File: src/rtl/aes_pkg.sv
// Shared codes for the AES key-schedule controller: key-length codes,
// Nk/Nr values and the controller FSM encoding.
package aes_pkg;

  typedef enum logic [1:0] {
    KL_128 = 2'b00,
    KL_192 = 2'b01,
    KL_256 = 2'b10,
    KL_BAD = 2'b11
  } key_len_t;

  // kx_nk carries Nk-1, matching what the expansion block expects
  localparam logic [3:0] NK_128 = 4'h3;
  localparam logic [3:0] NK_192 = 4'h5;
  localparam logic [3:0] NK_256 = 4'h7;

  localparam logic [3:0] NR_128 = 4'd10;
  localparam logic [3:0] NR_192 = 4'd12;
  localparam logic [3:0] NR_256 = 4'd14;

  typedef enum logic [2:0] {
    ST_IDLE   = 3'd0,
    ST_START  = 3'd1,
    ST_WAIT   = 3'd2,
    ST_CHECK  = 3'd3,
    ST_READY  = 3'd4,
    ST_STREAM = 3'd5
  } state_t;

  function automatic logic [3:0] nk_of(input logic [1:0] len);
    case (len)
      KL_192:  nk_of = NK_192;
      KL_256:  nk_of = NK_256;
      default: nk_of = NK_128;
    endcase
  endfunction

  function automatic logic [3:0] nr_of(input logic [1:0] len);
    case (len)
      KL_192:  nr_of = NR_192;
      KL_256:  nr_of = NR_256;
      default: nr_of = NR_128;
    endcase
  endfunction

endpackage

File: src/rtl/aes_ks_stream.sv
// Round-key index sequencer: walks 0..Nr (encrypt) or Nr..0 (decrypt)
// under a valid/ready handshake while the controller is streaming.
module aes_ks_stream (
  input  logic       clk,
  input  logic       rst,
  input  logic [3:0] nr,
  input  logic       launch,
  input  logic       dec,
  input  logic       active,
  input  logic       rk_ready,
  output logic [3:0] idx,
  output logic       rk_valid,
  output logic       rk_last,
  output logic       done
);

  logic [3:0] idx_reg;
  logic       dec_reg;
  logic       step;

  assign idx      = idx_reg;
  assign rk_valid = active;
  assign rk_last  = active && (dec_reg ? (idx_reg == 4'd0) : (idx_reg == nr));
  assign step     = rk_valid && rk_ready;
  assign done     = step && rk_last;

  // The index stops on the final key, so it stays inside 0..Nr
  always_ff @(posedge clk) begin
    if (rst) begin
      idx_reg <= 4'd0;
      dec_reg <= 1'b0;
    end else if (launch) begin
      dec_reg <= dec;
      idx_reg <= dec ? nr : 4'd0;
    end else if (step && !rk_last) begin
      idx_reg <= dec_reg ? (idx_reg - 4'd1) : (idx_reg + 4'd1);
    end
  end

endmodule

File: src/rtl/aes_key_sched_ctrl.sv
// AES key-schedule controller: loads a cipher key, kicks off expansion,
// checks the final round key and streams round keys to the datapath.
module aes_key_sched_ctrl
  import aes_pkg::*;
#(
  parameter int KX_START_CYCLES = 2,
  parameter int KX_SLACK        = 4
) (
  input  logic         clk,
  input  logic         rst,
  input  logic [255:0] key_in,
  input  logic [1:0]   key_len,
  input  logic         key_valid,
  output logic         key_ready,
  output logic [255:0] kx_key,
  output logic [3:0]   kx_nk,
  output logic         kx_start,
  output logic [3:0]   kx_addr,
  input  logic [128:0] kx_ex_key,
  output logic         keys_ready,
  output logic         key_err,
  input  logic         blk_start,
  input  logic         blk_dec,
  output logic         blk_ready,
  output logic         rk_valid,
  input  logic         rk_ready,
  output logic [127:0] rk_data,
  output logic [3:0]   rk_idx,
  output logic         rk_last
);

  localparam logic [4:0] START_LAST = 5'(KX_START_CYCLES - 1);

  state_t       state_reg, state_next;
  logic [4:0]   cnt_reg, cnt_next;
  logic [3:0]   nr_reg;
  logic [255:0] key_reg;
  logic [3:0]   nk_reg;
  logic         keys_ready_reg, key_err_reg;
  logic         key_hs, key_bad, blk_hs;
  logic [4:0]   wait_last;
  logic [3:0]   stream_idx;
  logic         stream_done;

  assign key_hs    = key_valid && key_ready;
  assign key_bad   = (key_len == KL_BAD);
  assign blk_hs    = blk_start && blk_ready;
  // Fixed wait covering the expansion, so stale valid bits never reach CHECK
  assign wait_last = {1'b0, nr_reg} + 5'(KX_SLACK - 1);

  always_ff @(posedge clk) begin
    if (rst) begin
      state_reg <= ST_IDLE;
    end else begin
      state_reg <= state_next;
    end
  end

  always_comb begin
    state_next = state_reg;
    case (state_reg)
      ST_IDLE:   if (key_hs && !key_bad) state_next = ST_START;
      ST_START:  if (cnt_reg == START_LAST) state_next = ST_WAIT;
      ST_WAIT:   if (cnt_reg == wait_last) state_next = ST_CHECK;
      ST_CHECK:  state_next = kx_ex_key[128] ? ST_READY : ST_IDLE;
      ST_READY: begin
        if (key_hs) state_next = key_bad ? ST_IDLE : ST_START;
        else if (blk_hs) state_next = ST_STREAM;
      end
      ST_STREAM: if (stream_done) state_next = ST_READY;
      default:   state_next = ST_IDLE;
    endcase
  end

  always_comb begin
    key_ready = 1'b0;
    blk_ready = 1'b0;
    kx_start  = 1'b0;
    kx_addr   = 4'd0;
    case (state_reg)
      ST_IDLE:  key_ready = 1'b1;
      ST_START: kx_start  = 1'b1;
      ST_WAIT, ST_CHECK: kx_addr = nr_reg;
      ST_READY: begin
        key_ready = 1'b1;
        blk_ready = !key_valid;
      end
      ST_STREAM: kx_addr = stream_idx;
      default: ;
    endcase
  end

  always_comb begin
    cnt_next = cnt_reg;
    if (state_next != state_reg) cnt_next = 5'd0;
    else if (state_reg == ST_START || state_reg == ST_WAIT) cnt_next = cnt_reg + 5'd1;
  end

  always_ff @(posedge clk) begin
    if (rst) begin
      cnt_reg        <= 5'd0;
      nr_reg         <= 4'd0;
      key_reg        <= '0;
      nk_reg         <= 4'd0;
      keys_ready_reg <= 1'b0;
      key_err_reg    <= 1'b0;
    end else begin
      cnt_reg <= cnt_next;
      if (key_hs) begin
        keys_ready_reg <= 1'b0;
        if (key_bad) begin
          key_err_reg <= 1'b1;
        end else begin
          key_err_reg <= 1'b0;
          key_reg     <= key_in;
          nk_reg      <= nk_of(key_len);
          nr_reg      <= nr_of(key_len);
        end
      end else if (state_reg == ST_CHECK) begin
        if (kx_ex_key[128]) keys_ready_reg <= 1'b1;
        else key_err_reg <= 1'b1;
      end
    end
  end

  assign kx_key     = key_reg;
  assign kx_nk      = nk_reg;
  assign keys_ready = keys_ready_reg;
  assign key_err    = key_err_reg;
  assign rk_data    = kx_ex_key[127:0];
  assign rk_idx     = stream_idx;

  aes_ks_stream u_stream (
    .clk      (clk),
    .rst      (rst),
    .nr       (nr_reg),
    .launch   (blk_hs),
    .dec      (blk_dec),
    .active   (state_reg == ST_STREAM),
    .rk_ready (rk_ready),
    .idx      (stream_idx),
    .rk_valid (rk_valid),
    .rk_last  (rk_last),
    .done     (stream_done)
  );

endmodule

File: config.mk
export PLATFORM = sky130hd
export DESIGN_NAME = aes_key_sched_ctrl
export DESIGN_NICKNAME = d
export VERILOG_FILES = /design/src/rtl/aes_pkg.sv /design/src/rtl/aes_ks_stream.sv /design/src/rtl/aes_key_sched_ctrl.sv
export SDC_FILE = /design/constraint.sdc
export NUM_CORES = 1
export LEC_CHECK = 0
export BUFFER_PORTS_ARGS = -buffer_cell sky130_fd_sc_hd__clkbuf_2
export CAP_MARGIN = 20
export CORE_AREA = 2 2 310 312
export DETAILED_ROUTE_END_ITERATION = 8
export DIE_AREA = 0 0 312 314
export HOLD_SLACK_MARGIN = 0.02
export PLACE_DENSITY = 0.42
export SLEW_MARGIN = 20
export SYNTH_ARGS = -nofsm -noshare
export SYNTH_HDL_FRONTEND = slang
export SYNTH_SLANG_ARGS = --single-unit
File: constraint.sdc
create_clock -name clk -period 5.3 [get_ports clk]
set_input_delay 0.265 -clock clk [delete_from_list [all_inputs] [get_ports clk]]
set_output_delay 0.265 -clock clk [all_outputs]
set_load 0.1 [all_outputs]
==> reports/summary.txt <==
WP data arrival: 3060 ps
fin crit period: 2604 ps
PwrDens: 369.8 nW/um2
maxcap violations: 0
root buffer cell: clkbuf_16
predominant post-synthesis flop cell: dfxtp_1
Final Skew: 14.93 ps
I/O Buffers: 538
setup_tns: 0 ps
DRT antenna net count: 0
clk_lat worst skew: 550 ps
routed wire length per instance: 12.69 um
Final period util: 49.14%
unrepaired setup endpoints after global routing: no
placement row count: 113
Critical Path RT: 5750 ps
worst slew pin tran: 1043 ps
Post-synth ARST share: 0%
first-pass GRT wire length: 63100 um
Initial DRC Count: 441
reg2reg setup slack: 2700 ps
total CTS buffers: 37
Hold Path Class: input port to flop
share of layout cells above drive strength 1: 30.10%
routability cong.: 0.7558
Seq cells post-synth: 274
most frequent cells in the layout: 537 x clkbuf_2, 524 x nand2_1, 274 x dfxtp_1
largest net degree at the start of global routing: 153
VDD IR max: 0.2315 mV
post-synthesis mux area share: 0.09220%
final wirelength: 41860 um
Final setup viols: 0
syn_nets: 1789
drt pass-1 iters: 6
post-synthesis instance area: 10860 um2
Nets: 2409
clk sinks: 274
area of the die: 97970 um2
most common cell after layout, fill and taps aside: clkbuf_2
Remaining Overflow, GRT: 0
synth warn: 0
Die H: 314 um
deepest clock path buffer count: 3
adder-cell share of the synthesized area: 0.9911%
element type at the critical path end: flop
H-tree depth: 2
residual DRC count: 0
cell count after synthesis: 1388
Max FO, Critical Path: 64
post-synthesis compound-gate area fraction: 13.99%
fmax: 0.3840 GHz
Die Width: 312 um
largest family of logic cells by synthesized area: simple AND/OR/NAND/NOR gates
CTS tree: yes
Hold Fails Final Rpt: 0
Fin Hold WS: 88.35 ps
initial antenna violation count: 5
Final HPWL DP: 28250 um
Via density: 3.419
vias: 11280
number of global-route vias before repair: 11120
max_slew headroom: 30.49%
clk slew on worst S/H paths: 60 ps
ant diodes: 0
CP Launch Type: flop
count of different cell masters after synthesis: 49
status: complete, no violations
Ports: 796
post-synthesis sequential area ratio: 50.52%
simple-gate share of the synthesized area: 20.84%
Area Growth Syn to Fin: 63.31%
synthesized area per cell: 7.822 um2
EDFF count, synth: 0
Final Max Slew Viols: 0
Setup CP Type: flop to flop
core box area: 94450 um2
Initial Utilization: 11.50%
max reg flops: 256
Leak Pwr: 7.547 nW
Post-Synth XOR/XNOR Area: 0.9681%
GRT Resource Usage Total: 8.071%
[synthesized netlist by cell type, types with 3 or more instances]
cell type	n	area share (%)
nand2_1	524	18
dfxtp_1	274	51
a21oi_1	262	12
buf_4	129	8.9
clkbuf_1	87	3.0
nor2_1	14	0.48
inv_1	10	0.35
nor3_1	8	0.37
ha_1	7	0.81
xnor2_1	7	0.56
nor2b_1	5	0.29
xor2_1	5	0.40
buf_2	4	0.18
o21ai_0	4	0.18
a211oi_1	3	0.21
nor3b_1	3	0.21
nor4b_1	3	0.24
[worst max-delay path: stages (launching register included)]
cell      delay, ps
dfxtp_1         650
nand2b_4        260
or3_4           500
buf_4           690
nand2_1         150
a21oi_1         180
[area by class of cell]
class                           count  area (um2)
Clock inverter                     10       127.6
Fill cell                       10790       76720
Tap cell                         1265        1583
Inverter                           11       41.29
Clock buffer                       54        1090
Sequential cell                   274        5485
Timing Repair Buffer              803        5385
Multi-Input combinational cell    881        4018
[report_power, final]
part           total [mW]  internal (mW)  switching [mW]
Combinational        1.75          0.387            1.36
Sequential           2.27           2.20          0.0788
Clock                2.54           1.56           0.974
[layer usage]
layer,GRT usage [%],wire length (um),up-vias
met3,3.722,4243,110
li1,-,-,5578
met1,9.103,16770,5146
met4,3.737,1635,6
met5,0,46,-
met2,12.96,19160,436
[logic make-up after synthesis]
logic type / count (synthesis)
muxes: 1
adders and majority gates: 8
and+or+nand+nor: 571
xor gates and xnor gates: 12
other: 1
buffers and inverters: 233
AOI/OAI and AO/OA: 288
DFF: 274
[through the flow]
| stage | cell area (um2) | instances | setup WS (ps) | utilization [%] | total power, mW |
|---|---|---|---|---|---|
| finish | 17730 | 3298 | 2696 | 18.77 | 6.556 |
| global route | 17730 | 3298 | 2466 | 18.77 | 6.868 |
| CTS | 17730 | 3298 | 2671 | 18.77 | 6.698 |
| detailed placement | 13940 | 2977 | 2732 | 14.76 | 3.926 |
| global placement | 13940 | 2977 | 2750 | 14.76 | 3.927 |
| floorplan | 10860 | 1388 | 1640 | - | 4.019 |
[final timing paths]
kind	from	end	cells after the start
worst max register to register	state_reg[0]	kx_key[105]	5
worst max-delay path	state_reg[0]	kx_key[105]	5
worst min register to register	kx_key[136]	kx_key[136]	2
worst min-delay path	rst	kx_key[186]	2
[repair_timing]
item,4_1_cts,5_1_grt
hold buffers,257,0
resized for setup,0,0
endpoints found under the hold margin,257,0
setup buffers,0,0
No activity file was read; power rests on OpenSTA's default activity.
